[src/rtl/score_board.sv]
// score_board: per-player point counting with thermometer LED bars,
// win detection, blinking winner bar and match restart.
module score_board #(
    parameter int NUM_PLAYERS = 2,
    parameter int LEDS_PER_PLAYER = 8,
    parameter int WIN_POINTS = 8,
    parameter int BLINK_CYCLES = 25_000_000,
    localparam int SCORE_W = $clog2(WIN_POINTS + 1)
) (
    input  logic clock,
    input  logic reset,
    input  logic [NUM_PLAYERS-1:0] point_in,
    input  logic new_match,
    output logic [NUM_PLAYERS*LEDS_PER_PLAYER-1:0] led,
    output logic [NUM_PLAYERS*SCORE_W-1:0] score,
    output logic [NUM_PLAYERS-1:0] winner,
    output logic match_over
);
    localparam int L = LEDS_PER_PLAYER;
    localparam int CNT_W = BLINK_CYCLES > 1 ? $clog2(BLINK_CYCLES) : 1;

    if (WIN_POINTS < 1 || WIN_POINTS > LEDS_PER_PLAYER || BLINK_CYCLES < 1) begin : g_bad_param
        $error("score_board: WIN_POINTS must be 1..LEDS_PER_PLAYER and BLINK_CYCLES >= 1");
    end

    typedef enum logic {PLAY, WON} state_t;
    state_t state, state_n;
    logic [NUM_PLAYERS-1:0] prev, rise, hit, winner_n;
    logic [NUM_PLAYERS*SCORE_W-1:0] score_n;
    logic [NUM_PLAYERS*L-1:0] led_n;
    logic [CNT_W-1:0] cnt, cnt_n;
    logic phase, phase_n, taken, wrap;
    logic [SCORE_W-1:0] sc;

    assign match_over = state == WON;

    always_comb begin
        rise = point_in & ~prev;
        state_n = state;
        score_n = score;
        winner_n = winner;
        cnt_n = cnt;
        phase_n = phase;
        hit = '0;
        taken = 1'b0;
        sc = '0;
        led_n = '0;
        wrap = cnt == CNT_W'(BLINK_CYCLES - 1);
        if (new_match) begin
            state_n = PLAY;
            score_n = '0;
            winner_n = '0;
            cnt_n = '0;
            phase_n = 1'b1;
        end else if (state == PLAY) begin
            for (int k = 0; k < NUM_PLAYERS; k++) begin
                sc = score[k*SCORE_W +: SCORE_W];
                if (rise[k] && sc < SCORE_W'(WIN_POINTS)) begin
                    score_n[k*SCORE_W +: SCORE_W] = sc + SCORE_W'(1);
                    hit[k] = (sc + SCORE_W'(1)) == SCORE_W'(WIN_POINTS);
                end
            end
            // Simultaneous winners resolve to the lowest-index player.
            for (int k = 0; k < NUM_PLAYERS; k++) begin
                if (hit[k] && !taken) begin
                    winner_n[k] = 1'b1;
                    taken = 1'b1;
                end
            end
            if (|hit) begin
                state_n = WON;
                cnt_n = '0;
                phase_n = 1'b1;
            end
        end else begin
            cnt_n = wrap ? '0 : cnt + CNT_W'(1);
            phase_n = wrap ? ~phase : phase;
        end
        // Even players fill upward from the segment LSB, odd ones downward from the MSB.
        for (int k = 0; k < NUM_PLAYERS; k++) begin
            sc = score_n[k*SCORE_W +: SCORE_W];
            for (int j = 0; j < L; j++) begin
                led_n[k % 2 == 1 ? k*L + L - 1 - j : k*L + j] = (j < int'(sc)) && !(winner_n[k] && !phase_n);
            end
        end
    end

    always_ff @(posedge clock or posedge reset) begin
        if (reset) begin
            state <= PLAY;
            prev <= '1;
            score <= '0;
            winner <= '0;
            led <= '0;
            cnt <= '0;
            phase <= 1'b1;
        end else begin
            state <= state_n;
            prev <= point_in;
            score <= score_n;
            winner <= winner_n;
            led <= led_n;
            cnt <= cnt_n;
            phase <= phase_n;
        end
    end
endmodule

[config.mk]
export PLATFORM = sky130hd
export DESIGN_NAME = score_board
export DESIGN_NICKNAME = d
export VERILOG_FILES = /design/src/rtl/score_board.sv
export SDC_FILE = /design/constraint.sdc
export NUM_CORES = 1
export LEC_CHECK = 0
export ABC_CLOCK_PERIOD_IN_PS = 1760
export CAP_MARGIN = 0
export CORE_ASPECT_RATIO = 0.7
export CORE_MARGIN = 8
export CORE_UTILIZATION = 50
export CTS_BUF_LIST = sky130_fd_sc_hd__clkbuf_4 sky130_fd_sc_hd__clkbuf_8 sky130_fd_sc_hd__clkbuf_16
export CTS_CLUSTER_SIZE = 24
export DETAILED_ROUTE_END_ITERATION = 10
export GPL_TIMING_DRIVEN = 0
export PLACE_DENSITY = 0.75
export SYNTH_ARGS = -nofsm -noshare
export SYNTH_HDL_FRONTEND = slang
export SYNTH_SLANG_ARGS = --single-unit
[constraint.sdc]
create_clock -name clock -period 1.76 [get_ports clock]
set_input_delay 0.352 -clock clock [delete_from_list [all_inputs] [get_ports clock]]
set_output_delay 0.352 -clock clock [all_outputs]
set_load 0.005 [all_outputs]
==> PnR_summary.wiki, run 1 <==
{| class="wikitable"
! Metric !! Value
|-
| Worst path slowest cell || sky130_fd_sc_hd__dfrtp_2
|-
| Category of the most critical setup path || flop to flop
|-
| Overflow after GRT || 0
|-
| Total via count after detailed routing || 2682
|-
| # rows || 22
|-
| Area of all placed cells without fillers || 4200 um^2
|-
| Reg-to-reg setup timing slack || -180 ps
|-
| Kind of end point of the critical path || flop
|-
| Final worst slack || -184 ps
|-
| YS warnings || 0
|-
| Standard cell area after detailed placement || 3290 um^2
|-
| Asr flop ratio synth || 1.00
|-
| Number of buffers added by the clock tree synthesis step || 5
|-
| Diode insertion count for antenna repair || 0
|-
| Via-to-Cell Ratio || 6.10
|-
| Maximum frequency from static timing analysis || 514 MHz
|-
| Worst path buffer plus inverter count || 1
|-
| Average footprint of a synthesized cell || 9.97 um^2
|-
| Fraction of power consumed by combinational cells || 0.095
|-
| Outcome || complete, but fails checks
|-
| Total detailed-routing wirelength || 8240 um
|-
| Antenna Nets Post-Route || 0
|-
| Internal power || 1.71 mW
|-
| Mapped Nets || 289
|-
| I/O pin total || 32
|-
| Overall die width || 105 um
|-
| Maximum Capacitance Violations || 0
|-
| Gate count of the mapped netlist || 279
|-
| Top cell family by delay on the critical path || simple AND/OR/NAND/NOR gates
|-
| Failing checks || setup timing
|-
| Number of synthesized flops with an enable pin || 0
|-
| Net load switching power || 0.569 mW
|-
| Detailed placer's ending HPWL || 4910 um
|-
| Worst setup SP type || flop
|-
| Post-route fraction of the period consumed by the critical path || 1.10
|-
| Register share of total power || 0.573
|-
| Clock power frac || 0.332
|-
| Largest net degree at the start of global routing || 44
|-
| End-of-flow core utilization || 0.791
|-
| Area Overhead vs Synth || 50.9%
|-
| Synthesized area || 2780 um^2
|-
| Yosys reg bits || 55
|-
| Clk slew on worst S/H paths || 100 ps
|-
| Die area || 8250 um^2
|-
| Req. time, crit path || 2010 ps
|-
| Post-place setup slack || -727 ps
|-
| Area of the placeable core || 5310 um^2
|-
| Unrepaired setup endpoints after global routing || yes
|-
| Source-to-sink clock delay at the later pin of the worst-skew pair || 320 ps
|-
| Die Y || 78.4 um
|-
| Sequential share of the synthesized area || 0.496
|-
| Final net count || 377
|-
| Number of detailed-route iterations in the first pass || 5
|-
| H-tree depth || 2
|-
| Sink count of the clock tree || 55
|-
| Switching share of power || 0.250
|-
| Post-route minimum period || 1940 ps
|-
| Slew @ Worst Pin || 408 ps
|-
| DRC || 0
|-
| Worst hold margin || 298 ps
|-
| Layout Skew || 4.73 ps
|-
| RePlAce Congestion || 0.875
|-
| Number of global-route vias before repair || 2545
|-
| Setup violators final || 43
|-
| Power per cell area || 542 nW/um^2
|-
| Wire length of the first global-routing pass || 12800 um
|-
| Initial antenna violation count || 0
|-
| CTS Hold Bufs || 0
|-
| Count of final hold-check violations || 0
|-
| Ordered cell list for the critical path || ha_4 -> and4bb_4 -> a21oi_4 -> and2_4 -> buf_8 -> or4_4 -> a21oi_2
|-
| I/O Buffers || 31
|-
| Worst hold path type || primary input to async pin
|-
| Max VDD drop || 0.000378 V
|-
| Unique masters post-synth || 54
|-
| Global-route usage over all layers || 0.190
|-
| Leakage power figure || 1.69 nW
|-
| Effective utilization at floorplan || 0.524
|-
| Most frequently used flop master after synthesis || sky130_fd_sc_hd__dfrtp_1
|-
| Wire per inst || 18.7 um
|-
| Worst endpoint data arrival time || 2200 ps
|-
| CTS tree || done
|-
| Delay of the slowest cell on the worst path || 470 ps
|-
| Worst relative slew slack || 0.728
|-
| Clock Tree Buf Depth || 2
|-
| Final Max Slew Viols || 0
|-
| Root Driver || sky130_fd_sc_hd__clkbuf_8
|-
| CP Max Fanout || 6
|-
| Fraction of layout instances using a drive strength above 1 || 0.438
|-
| Starting DRT DRC Count || 228
|}
-- flip-flops by register name (all words and copies together), names as in the netlist --
signal / flops
score: 8
winner: 2
match_over: 1
led: 16
cnt: 25
phase: 1
prev: 2
-- layout make-up --
cell class | instances | area, um^2
flip-flops and latches | 55 | 1400
multi-input cells | 204 | 1720
clock inverters | 2 | 16.3
plain buffers | 9 | 100
inverters | 10 | 37.5
repair buffers | 82 | 759
fillers | 296 | 1110
clock buffers | 6 | 82.6
well taps | 72 | 90.1
-- placed cells by master (no fill, tap or decap), drive strengths merged, types with 3 or more instances in the layout --
cell	Yosys	layout
buf	6	56
and4b	3	3
nand2	26	26
a211oi	8	8
clkdlybuf4s50	0	27
nand4	7	7
and4	7	7
nor4	3	3
nor2	30	30
a21oi	22	22
dfstp	3	3
clkbuf	4	10
inv	10	10
a21o	4	4
a31oi	11	11
ha	5	5
a41oi	3	3
nor3	6	6
a21boi	4	4
xnor2	13	13
dlygate4sd2	0	3
nand3	8	8
dfrtp	52	52
nor2b	3	3
nor4b	4	4
or4	3	3
o21ai	5	5
and3	4	4
-- power by group through the flow --
stage / Sequential [mW] / Combinational, mW / Clock (mW)
6_report: 1.30 / 0.217 / 0.756
4_1_cts: 1.30 / 0.196 / 0.772
3_5_place_dp: 1.33 / 0.162 / 0
5_1_grt: 1.31 / 0.238 / 0.812
3_3_place_gp: 1.33 / 0.153 / 0
2_1_floorplan: 1.33 / 0.0886 / 0
-- stage by stage --
step	setup TNS [ps]	instances	power, mW
global placement	-75120	382	1.48
global route	-5680	440	2.36
detailed placement	-25470	383	1.49
finish	-2910	440	2.28
CTS	-2970	429	2.27
floorplan	-419	279	1.41
-- cells in the mapped netlist (4+ instances only) --
| library cell | instances | area, um^2 |
|---|---|---|
| sky130_fd_sc_hd__dfrtp_1 | 52 | 1300 |
| sky130_fd_sc_hd__nor2_1 | 29 | 109 |
| sky130_fd_sc_hd__nand2_1 | 26 | 97.6 |
| sky130_fd_sc_hd__a21oi_1 | 21 | 105 |
| sky130_fd_sc_hd__xnor2_1 | 13 | 114 |
| sky130_fd_sc_hd__a31oi_1 | 11 | 68.8 |
| sky130_fd_sc_hd__inv_1 | 10 | 37.5 |
| sky130_fd_sc_hd__nand3_1 | 8 | 40.0 |
| sky130_fd_sc_hd__and4_1 | 7 | 61.3 |
| sky130_fd_sc_hd__nand4_1 | 7 | 43.8 |
| sky130_fd_sc_hd__a211oi_1 | 6 | 45.0 |
| sky130_fd_sc_hd__nor3_1 | 6 | 30.0 |
| sky130_fd_sc_hd__ha_1 | 5 | 62.6 |
| sky130_fd_sc_hd__o21ai_0 | 5 | 25.0 |
| sky130_fd_sc_hd__a21o_1 | 4 | 30.0 |
| sky130_fd_sc_hd__and3_1 | 4 | 25.0 |
| sky130_fd_sc_hd__clkbuf_1 | 4 | 15.0 |
-- final timing paths --
path                              from      end  cells after the start
max reg2reg                   score[5]  cnt[22]                      7
min                              reset  cnt[22]                      2
max in group asynchronous        reset  prev[1]                      3
min reg2reg                    cnt[24]  cnt[24]                      1
max                           score[5]  cnt[22]                      7
min in group clock         point_in[0]  prev[0]                      1
-- cells by family (layout without fill, tap and decap cells) --
kind of cell	after synthesis	count (layout)	share of synthesized area
buf+inv	20	109	0.0324
flops	55	55	0.496
simple gates	113	113	0.224
mux	3	3	0.0112
compound gates	70	70	0.173
xor+xnor	13	13	0.0409
fa+ha+maj	5	5	0.0225
-- timing repair --
action	CTS	global route
gates resized for setup	67	46
pin swaps	30	22
setup endpoints to repair	44	45
buffers inserted	37	11
gates cloned	2	0
-- per-layer routing --
metal	GRT usage	vias to the layer above	share of wire
met5	0	-	0
met4	0.0596	0	0.017
met3	0.0449	23	0.073
met2	0.285	114	0.46
met1	0.267	1342	0.45
li1	-	1203	-
(Power assumes the default switching activity.)
==> inputs of run 2 (changes only) <==
--- a/config.mk
+++ b/config.mk
@@ -8,7 +8,6 @@
 export ABC_CLOCK_PERIOD_IN_PS = 1760
 export CAP_MARGIN = 0
 export CORE_ASPECT_RATIO = 0.7
-export CORE_MARGIN = 8
 export CORE_UTILIZATION = 50
 export CTS_BUF_LIST = sky130_fd_sc_hd__clkbuf_4 sky130_fd_sc_hd__clkbuf_8 sky130_fd_sc_hd__clkbuf_16
 export CTS_CLUSTER_SIZE = 24
==> run 2 against run 1 <==
The flow still finishes with violations (setup timing). Highest routed layer unchanged. Worst hold slack gained 10 ps. Power grew 1.4%. Clock skew grew 2.6 ps. Cell count shrank 1.4%. Clock-buffer cell count grew 1. Clock power grew 2.9%. First-iteration DRC count shrank 42%. Largest cell class unchanged. Sequential power is essentially flat. Register-to-register slack lost 40 ps. Core utilization grew 0.82 points. Non-clock buffer count shrank 6. Critical endpoint is now led[9].
==> PnR_summary.wiki, run 2 (synthesis gave the netlist of run 1 again) <==
{| class="wikitable"
! Metric !! Value
|-
| Hold Crit Endpoint || prev[0]
|-
| Post-place setup slack || -705 ps
|-
| Diode insertion count for antenna repair || 0
|-
| Wire per inst || 19.6 um
|-
| Die area || 5870 um^2
|-
| Final net count || 371
|-
| Cells on Worst Hold Path || 1
|-
| Clk slew on worst S/H paths || 100 ps
|-
| Internal power || 1.75 mW
|-
| Sink count of the clock tree || 55
|-
| Final standard cell count with taps included and fillers excluded || 434
|-
| Overflow after GRT || 0
|-
| Total via count after detailed routing || 2675
|-
| Area Overhead vs Synth || 52.5%
|-
| PnR Total Power || 2.31 mW
|-
| H-tree depth || 2
|-
| Effective utilization at floorplan || 0.524
|-
| Fraction of power consumed by combinational cells || 0.099
|-
| Number of global-route vias before repair || 2275
|-
| Setup Total Neg Slack || -5940 ps
|-
| Maximum frequency from static timing analysis || 504 MHz
|-
| Post-route fraction of the period consumed by the critical path || 1.13
|-
| Failing checks || setup timing
|-
| Switching share of power || 0.242
|-
| Power per cell area || 544 nW/um^2
|-
| CP Max Fanout || 8
|-
| RePlAce Congestion || 0.886
|-
| Layout Skew || 7.29 ps
|-
| Detailed placer's ending HPWL || 4600 um
|-
| Largest registers || cnt x25, led x16, score x8
|-
| Most common cell after layout, fill and taps aside || sky130_fd_sc_hd__buf_4
|-
| Worst hold margin || 308 ps
|-
| Reg-to-reg setup timing slack || -230 ps
|-
| Category of the most critical setup path || flop to flop
|-
| Fraction of layout instances using a drive strength above 1 || 0.461
|-
| Largest net degree at the start of global routing || 31
|-
| Clock Tree Buf Depth || 2
|-
| Req. time, crit path || 1950 ps
|-
| Antenna Nets Post-Route || 0
|-
| DRC || 0
|-
| Commonest non-fill, non-tap cells in the layout || sky130_fd_sc_hd__buf_4 (36), sky130_fd_sc_hd__dfrtp_1 (32), sky130_fd_sc_hd__clkdlybuf4s50_1 (26)
|-
| Reg-to-reg endpoint || led[9]
|-
| Maximum Capacitance Violations || 0
|-
| Number of cells after detailed placement || 383
|-
| Slew @ Worst Pin || 572 ps
|-
| Unrepaired setup endpoints after global routing || yes
|-
| Startpoint of the most critical hold path || point_in[0]
|-
| Worst Reg2Reg Path Length in Cells || 6
|-
| Final Max Slew Viols || 0
|-
| Global-route usage over all layers || 0.252
|-
| Number of detailed-route iterations in the first pass || 5
|-
| Post-route minimum period || 1990 ps
|-
| Overall die width || 91.2 um
|-
| Final worst slack || -225 ps
|-
| I/O pin total || 32
|-
| Max VDD drop || 0.000523 V
|-
| Clock power frac || 0.337
|-
| CTS tree || done
|-
| # rows || 22
|-
| I/O Buffers || 31
|-
| Via-to-Cell Ratio || 6.16
|-
| Startpoint of the most critical register-to-register path || prev[0]
|-
| Leakage power figure || 1.70 nW
|-
| Register with the highest flop count || cnt
|-
| Net load switching power || 0.559 mW
|-
| Area of the placeable core || 5310 um^2
|-
| Kind of end point of the critical path || flop
|-
| Number of buffers added by the clock tree synthesis step || 5
|-
| Outcome || complete, but fails checks
|-
| Max FFs per register || 25
|-
| Setup violators final || 42
|-
| Starting DRT DRC Count || 133
|-
| Die Y || 64.4 um
|-
| Source-to-sink clock delay at the later pin of the worst-skew pair || 310 ps
|-
| Total detailed-routing wirelength || 8510 um
|-
| Initial antenna violation count || 0
|-
| Worst setup SP type || flop
|-
| Worst relative slew slack || 0.618
|-
| Count of final hold-check violations || 0
|-
| Wire length of the first global-routing pass || 11500 um
|-
| Root Driver || sky130_fd_sc_hd__clkbuf_8
|-
| Worst endpoint data arrival time || 2170 ps
|-
| Register share of total power || 0.564
|-
| Worst hold path type || primary input to flop
|}
## run 2: critical path, stage by stage, from the launching register on
cell	delay, ps
sky130_fd_sc_hd__dfstp_2	550
sky130_fd_sc_hd__and4b_1	220
sky130_fd_sc_hd__a41oi_4	380
sky130_fd_sc_hd__a22oi_2	230
sky130_fd_sc_hd__a211oi_4	240
sky130_fd_sc_hd__buf_6	190
sky130_fd_sc_hd__a211oi_2	40
## run 2: area by class of cell
cell class,instances,area [um^2]
repair buffers,75,702
clock buffers,7,96.3
well taps,72,90.1
inverters,10,37.5
clock inverters,1,7.51
plain buffers,10,101
flip-flops and latches,55,1410
multi-input cells,204,1800
fillers,276,1070
## run 2: how the worst max path moves through the flow
stage	startpoint	endpoint	slack [ps]	cells past startpoint
2_1_floorplan	score[0]	cnt[22]	-70	7
3_3_place_gp	reset	score[0]	-1130	2
3_5_place_dp	new_match	cnt[23]	-710	6
4_1_cts	score[4]	cnt[22]	-130	7
5_1_grt	prev[0]	cnt[16]	-250	7
6_report	prev[0]	led[9]	-230	6
## run 2: power by group through the flow
stage          logic (mW)  registers [mW]  clock network, mW
2_1_floorplan      0.0886            1.33                  0
3_3_place_gp        0.152            1.33                  0
3_5_place_dp        0.161            1.33                  0
4_1_cts             0.191            1.30              0.790
5_1_grt             0.247            1.31              0.850
6_report            0.228            1.30              0.778
## run 2: stage by stage
step | instance area [um^2] | util
4_1_cts | 3660 | 0.689
3_5_place_dp | 3290 | 0.620
6_report | 4240 | 0.799
2_1_floorplan | 2870 | -
3_3_place_gp | 3270 | 0.616
5_1_grt | 4240 | 0.799
## run 2: per-layer routing
layer | GRT usage | vias to the layer above | wire [um]
li1 | - | 1190 | -
met1 | 0.383 | 1322 | 3630
met2 | 0.369 | 139 | 4030
met3 | 0.0563 | 24 | 704
met4 | 0.0575 | 0 | 140
met5 | 0 | - | 0
## run 2: repair_timing
action,in CTS,in global routing
endpoints found under the hold margin,0,0
gates resized for setup,39,95
setup endpoints to repair,44,47
buffers inserted,18,24
hold buffers,0,0
pin swaps,22,25
gates cloned,0,1
